[src/rtl/colour_seq_pkg.sv]
// Shared types for the LED colour sequencer: colour triple, queued command, FSM state.
// Channel order inside rgb_t is red (index 2), green (1), blue (0).
package colour_seq_pkg;

    localparam int CH_RED   = 2;
    localparam int CH_GREEN = 1;
    localparam int CH_BLUE  = 0;

    typedef logic [2:0][7:0] rgb_t;

    typedef struct packed {
        rgb_t        colour;
        logic [15:0] hold;
    } seq_cmd_t;

    typedef enum logic [1:0] {
        IDLE = 2'd0,
        FADE = 2'd1,
        HOLD = 2'd2
    } seq_state_t;

    // One unit step toward the target; saturates at the target, never wraps.
    function automatic logic [7:0] step_toward(input logic [7:0] cur, input logic [7:0] tgt);
        if (cur < tgt) begin
            return cur + 8'd1;
        end else if (cur > tgt) begin
            return cur - 8'd1;
        end
        return cur;
    endfunction

endpackage

[src/rtl/colour_cmd_fifo.sv]
// Command queue for the colour sequencer: show-ahead FIFO with flush and occupancy count.
// A push is accepted while full only when a pop happens on the same edge.
module colour_cmd_fifo
    import colour_seq_pkg::*;
#(
    parameter int DEPTH = 4
) (
    input  logic                     clk,
    input  logic                     srst,
    input  logic                     flush,
    input  logic                     push,
    input  seq_cmd_t                 push_data,
    input  logic                     pop,
    output seq_cmd_t                 head,
    output logic                     full,
    output logic                     empty,
    output logic [$clog2(DEPTH):0]   count
);

    localparam int AW = $clog2(DEPTH);

    seq_cmd_t       mem [DEPTH];
    logic [AW-1:0]  wr_ptr_reg;
    logic [AW-1:0]  rd_ptr_reg;
    logic [AW:0]    count_reg;
    logic           do_push;
    logic           do_pop;

    assign empty   = (count_reg == '0);
    assign full    = (count_reg == (AW+1)'(DEPTH));
    assign count   = count_reg;
    assign head    = mem[rd_ptr_reg];
    assign do_pop  = pop && !empty;
    assign do_push = push && (!full || do_pop);

    always_ff @(posedge clk) begin
        if (do_push) begin
            mem[wr_ptr_reg] <= push_data;
        end
    end

    always_ff @(posedge clk) begin
        if (srst || flush) begin
            wr_ptr_reg <= '0;
            rd_ptr_reg <= '0;
            count_reg  <= '0;
        end else begin
            if (do_push) begin
                wr_ptr_reg <= wr_ptr_reg + AW'(1);
            end
            if (do_pop) begin
                rd_ptr_reg <= rd_ptr_reg + AW'(1);
            end
            case ({do_push, do_pop})
                2'b10:   count_reg <= count_reg + (AW+1)'(1);
                2'b01:   count_reg <= count_reg - (AW+1)'(1);
                default: count_reg <= count_reg;
            endcase
        end
    end

endmodule

[src/rtl/led_colour_sequencer.sv]
// Queued RGB fade/hold sequencer driving a PWM LED driver.
// Optional COLOUR_SEQ_LOOP_EN adds a 'loop' input that re-queues finished commands as a playlist.
module led_colour_sequencer
    import colour_seq_pkg::*;
#(
    parameter int STEP_DIV   = 100000,
    parameter int FIFO_DEPTH = 4
) (
    input  logic                          clock_100mhz,
    input  logic                          reset_n,
    input  logic                          cmd_valid,
    output logic                          cmd_ready,
    input  logic [7:0]                    cmd_red,
    input  logic [7:0]                    cmd_green,
    input  logic [7:0]                    cmd_blue,
    input  logic [15:0]                   cmd_hold,
    input  logic                          abort,
`ifdef COLOUR_SEQ_LOOP_EN
    input  logic                          loop,
`endif
    output logic [7:0]                    red,
    output logic [7:0]                    green,
    output logic [7:0]                    blue,
    output logic                          busy,
    output logic [$clog2(FIFO_DEPTH):0]   fifo_count
);

    localparam int TW = $clog2(STEP_DIV);

    logic [TW-1:0] tick_cnt_reg;
    logic          tick;
    seq_state_t    state_reg;
    rgb_t          colour_reg;
    rgb_t          target_reg;
    rgb_t          stepped;
    logic [15:0]   hold_val_reg;
    logic [15:0]   hold_cnt_reg;
    seq_cmd_t      head;
    seq_cmd_t      push_data;
    logic          fifo_empty;
    logic          fifo_full;
    logic          fifo_push;
    logic          fifo_pop;
    logic          hold_done;
    logic          repush;

    assign tick = (tick_cnt_reg == TW'(STEP_DIV - 1));

    always_ff @(posedge clock_100mhz) begin
        if (!reset_n || tick) begin
            tick_cnt_reg <= '0;
        end else begin
            tick_cnt_reg <= tick_cnt_reg + TW'(1);
        end
    end

    for (genvar gi = 0; gi < 3; gi++) begin : g_chan
        assign stepped[gi] = step_toward(colour_reg[gi], target_reg[gi]);
    end

    assign hold_done = (state_reg == HOLD) && (hold_cnt_reg == 16'd0);

`ifdef COLOUR_SEQ_LOOP_EN
    assign repush = loop && hold_done && !abort;
`else
    assign repush = 1'b0;
`endif

    // Abort blocks both pops and pushes; the loop re-push takes the write slot from the host.
    assign fifo_pop  = !abort && !fifo_empty && ((state_reg == IDLE) || hold_done);
    assign cmd_ready = reset_n && !abort && !repush && !fifo_full;
    assign fifo_push = repush || (cmd_valid && cmd_ready);

    always_comb begin
        push_data.colour = {cmd_red, cmd_green, cmd_blue};
        push_data.hold   = cmd_hold;
        if (repush) begin
            push_data.colour = target_reg;
            push_data.hold   = hold_val_reg;
        end
    end

    colour_cmd_fifo #(
        .DEPTH (FIFO_DEPTH)
    ) u_fifo (
        .clk       (clock_100mhz),
        .srst      (!reset_n),
        .flush     (abort),
        .push      (fifo_push),
        .push_data (push_data),
        .pop       (fifo_pop),
        .head      (head),
        .full      (fifo_full),
        .empty     (fifo_empty),
        .count     (fifo_count)
    );

    always_ff @(posedge clock_100mhz) begin
        if (!reset_n) begin
            state_reg    <= IDLE;
            colour_reg   <= '0;
            target_reg   <= '0;
            hold_val_reg <= '0;
            hold_cnt_reg <= '0;
        end else if (abort) begin
            state_reg <= IDLE;
        end else begin
            case (state_reg)
                IDLE: begin
                    if (!fifo_empty) begin
                        target_reg   <= head.colour;
                        hold_val_reg <= head.hold;
                        state_reg    <= FADE;
                    end
                end
                FADE: begin
                    if (colour_reg == target_reg) begin
                        hold_cnt_reg <= hold_val_reg;
                        state_reg    <= HOLD;
                    end else if (tick) begin
                        colour_reg <= stepped;
                    end
                end
                HOLD: begin
                    if (hold_cnt_reg == 16'd0) begin
                        if (!fifo_empty) begin
                            target_reg   <= head.colour;
                            hold_val_reg <= head.hold;
                            state_reg    <= FADE;
                        end else begin
                            state_reg <= IDLE;
                        end
                    end else if (tick) begin
                        hold_cnt_reg <= hold_cnt_reg - 16'd1;
                    end
                end
                default: state_reg <= IDLE;
            endcase
        end
    end

    assign red   = colour_reg[CH_RED];
    assign green = colour_reg[CH_GREEN];
    assign blue  = colour_reg[CH_BLUE];
    assign busy  = (state_reg != IDLE);

endmodule
[config.mk]
export PLATFORM = sky130hd
export DESIGN_NAME = led_colour_sequencer
export DESIGN_NICKNAME = d
export VERILOG_FILES = /design/src/rtl/colour_seq_pkg.sv /design/src/rtl/colour_cmd_fifo.sv /design/src/rtl/led_colour_sequencer.sv
export SDC_FILE = /design/constraint.sdc
export NUM_CORES = 1
export LEC_CHECK = 0
export CORE_MARGIN = 2
export CORE_UTILIZATION = 54
export DETAILED_ROUTE_END_ITERATION = 16
export GPL_TIMING_DRIVEN = 0
export PLACE_DENSITY = 0.8
export SLEW_MARGIN = 25
export SYNTH_ARGS = -nofsm -noshare
export SYNTH_HDL_FRONTEND = slang
export SYNTH_SLANG_ARGS = --single-unit
[constraint.sdc]
create_clock -name clock_100mhz -period 4.3 [get_ports clock_100mhz]
set_input_delay 0.86 -clock clock_100mhz [delete_from_list [all_inputs] [get_ports clock_100mhz]]
set_output_delay 0.86 -clock clock_100mhz [all_outputs]
set_load 0.005 [all_outputs]
==> impl_metrics.json <==
{
  "synth-seq-cells": 268,
  "synthAdderAreaFrac_pct": 5.840,
  "power_mw": 5.468,
  "gp_congestion": 0.8645,
  "grtUsageTotal_pct": 21.85,
  "syn_area_um2": 11870,
  "final.setup_skew_ns": 0.01388,
  "synth_enable_flop_cells": 160,
  "synth_top_family_by_area": "simple AND/OR/NAND/NOR gates",
  "crit_fanout": 10,
  "cts_buffers": 28,
  "ys_seq_area_share_pct": 58.69,
  "overflow": 0,
  "ir_drop_v": 0.0004031,
  "die_h_um": 152.3,
  "synth_area_leaders": "edfxtp_1, dfxtp_1, mux4_2, ha_1, a21oi_1",
  "start_kind": "register",
  "grt_antenna_before_repair": 0,
  "layout.nets": 1201,
  "netlist.area_leader.share_pct": 40.48,
  "synth_xor_area_share_pct": 2.140,
  "wl_per_cell_um": 18.45,
  "power_density_nw_per_um2": 391.3,
  "reg2reg_to": "u_fifo.count[2]$_SDFFE_PP0P_",
  "p_leak_nw": 4.691,
  "most-common-layout-cells": "edfxtp_1, nand2_1, dfxtp_1, a21oi_1, clkdlybuf4s50_1",
  "grt_max_degree": 26,
  "clock_sinks": 268,
  "antenna_cells": 0,
  "r2r.worst_path.cells": 15,
  "drive_gt1_share_pct": 10.22,
  "relSlewSlack_pct": 35.77,
  "largest_register_ffs": 160,
  "fin_crit_sh_pct": 88.17,
  "p_sw_share_pct": 21.15,
  "h-tree-depth": 1,
  "wirelength_um": 25920,
  "reg2reg_slack_ns": 0.51,
  "yosysTopAreaCell": "edfxtp_1",
  "grt_setup_unrepaired": "no",
  "drtIter0Drc": 752,
  "area_delta_synth_final_pct": 17.71,
  "ys_warn_count": 0,
  "syn-num-nets": 1095,
  "die_w_um": 152.3,
  "grt_pass1_wl_um": 41390,
  "final_max_slew_viol_count": 0,
  "synth-simple-area-share_pct": 12.42,
  "synthCells": 998,
  "holdWs_ns": 0.4550,
  "synth_ff_type": "edfxtp_1",
  "ios": 73,
  "clockBufferDepth": 3,
  "post_cts_buffers": 0,
  "crit_arrival_ns": 4.25,
  "hpwlAfterDp_um": 17950,
  "drt_pre_antenna_iters": 7,
  "path_class": "reg -> reg",
  "hp-class": "reg -> reg",
  "timing.final.crit_period_ns": 3.791,
  "endpoint_kind": "register",
  "p_comb_share_pct": 5.1,
  "multiInputGateArea_um2": 4551,
  "grt_pass1_vias": 8185,
  "p_int_mw": 4.312,
  "cts_tree": "yes",
  "final_common_cell": "edfxtp_1",
  "worstPathRequired_ns": 4.75,
  "synth-async-reset-ratio_pct": 0,
  "num_vias": 8184,
  "sequentialPowerShare_pct": 50.3,
  "setup_tns_ns": 0,
  "clkLatencyLatePin_ns": 0.54,
  "row_count": 54,
  "hold_buffers": 0,
  "switchingPower_mw": 1.156,
  "worst_pin_slew_ns": 0.9635,
  "dieArea_um2": 23180,
  "register_area_um2": 6967,
  "timing.hold.worst.start": "target_reg[11]$_SDFFE_PN0P_",
  "viasPerCell": 5.825,
  "status": "finished clean",
  "start_util_pct": 54.73,
  "finalHoldViolCount": 0,
  "clkPwrFrac_pct": 44.6,
  "fmax_ghz": 0.2638,
  "cap_violations": 0,
  "finalSetupViolations": 0,
  "crit-reg2reg-launch": "hold_cnt_reg[0]$_SDFFE_PN0P_",
  "holdPathEnd": "target_reg[11]$_SDFFE_PN0P_",
  "cts.clk_slew.worst_paths_ns": 0.07,
  "root_buffer": "clkbuf_16",
  "synth_compound_area_share_pct": 10.06,
  "n_fill_cell": 1562,
  "post_synth.cell_area_avg_um2": 11.89,
  "cts.repair.resized": 0,
  "synthMuxAreaShare_pct": 7.842,
  "hold_depth": 2,
  "synthDistinctLibCells": 59,
  "ant_nets": 0,
  "io_buffers": 72,
  "drc": 0,
  "core-area_um2": 21690
}
-- final cells by class --
cell class / count / share of cell area (%)
repair buffers: 76 / 5.785
flip-flops and latches: 268 / 49.86
multi-input cells: 640 / 32.57
plain buffers: 42 / 1.272
clock inverters: 13 / 1.128
clock buffers: 38 / 5.588
inverters: 48 / 1.290
well taps: 280 / 2.507
-- routing by layer --
| metal | global-route usage, % | up-vias | wire, um |
|---|---|---|---|
| li1 | - | 3895 | - |
| met4 | 8.456 | 0 | 903 |
| met5 | 0 | - | 0 |
| met3 | 2.929 | 70 | 1319 |
| met2 | 37.39 | 288 | 12700 |
| met1 | 28.57 | 3931 | 11000 |
-- logic make-up (layout without fill, tap and decap cells) --
kind of cell	Yosys count	in the layout
simple gates	309	309
flops	268	268
compound gates	206	206
buf+inv	90	217
fa+ha+maj	53	53
mux	43	43
xor+xnor	29	29
-- power by group through the flow --
stage,logic (mW),clock network [mW],registers [mW]
floorplan,0.163,0,2.80
global placement,0.262,0,2.80
detailed placement,0.272,0,2.81
CTS,0.275,2.48,2.75
global route,0.302,2.57,2.75
finish,0.276,2.44,2.75
-- synthesized netlist by cell type, types with 5 or more instances --
cell and number:
a21o_1 8, a21oi_1 102, a31oi_1 6, and3_1 8, clkbuf_1 30, dfxtp_1 108
edfxtp_1 160, ha_1 49, inv_1 46, mux4_2 40, nand2_1 128, nand2b_1 7
nand3_1 47, nand4_1 9, nor2_1 58, nor3_1 12, nor4_1 5, o211ai_1 11
o21a_1 8, o21ai_0 42, o21ai_1 7, o41ai_1 5, or2_2 6, or3_1 5
or4_1 5, xnor2_1 13, xor2_1 16
-- metrics by stage --
stage	instance area (um2)	instances	setup slack [ns]	util, %
2_1_floorplan	11870	998	0.9980	-
3_3_place_gp	12940	1350	0.2541	59.67
3_5_place_dp	13030	1354	0.5645	60.10
4_1_cts	13970	1405	0.5138	64.42
5_1_grt	13970	1405	0.2639	64.42
6_report	13970	1405	0.5086	64.42
-- worst max-delay path by stage --
stage / start / endpoint / depth (start not counted)
after floorplan: hold_cnt_reg[0]$_SDFFE_PN0P_ / u_fifo.count[2]$_SDFFE_PP0P_ / 15
after global placement: abort / u_fifo.mem[2][26]$_DFFE_PP_ / 4
after detailed placement: hold_cnt_reg[0]$_SDFFE_PN0P_ / u_fifo.count[2]$_SDFFE_PP0P_ / 15
after CTS: hold_cnt_reg[0]$_SDFFE_PN0P_ / u_fifo.count[2]$_SDFFE_PP0P_ / 15
final: hold_cnt_reg[0]$_SDFFE_PN0P_ / u_fifo.count[2]$_SDFFE_PP0P_ / 15
after global routing: hold_cnt_reg[0]$_SDFFE_PN0P_ / u_fifo.count[2]$_SDFFE_PP0P_ / 15
-- critical path, stage by stage (launching register included) --
cell and delay (ns):
dfxtp_1 0.34, inv_1 0.09, ha_1 0.21, or3b_4 0.44, nor4_4 0.36, nand3_4 0.18
a211o_1 0.34, buf_2 0.17, inv_2 0.14, buf_4 0.20, ha_1 0.20, inv_1 0.06
fa_1 0.37, xor2_1 0.16, or3_1 0.30, a21oi_1 0.16
(Power assumes the default switching activity.)
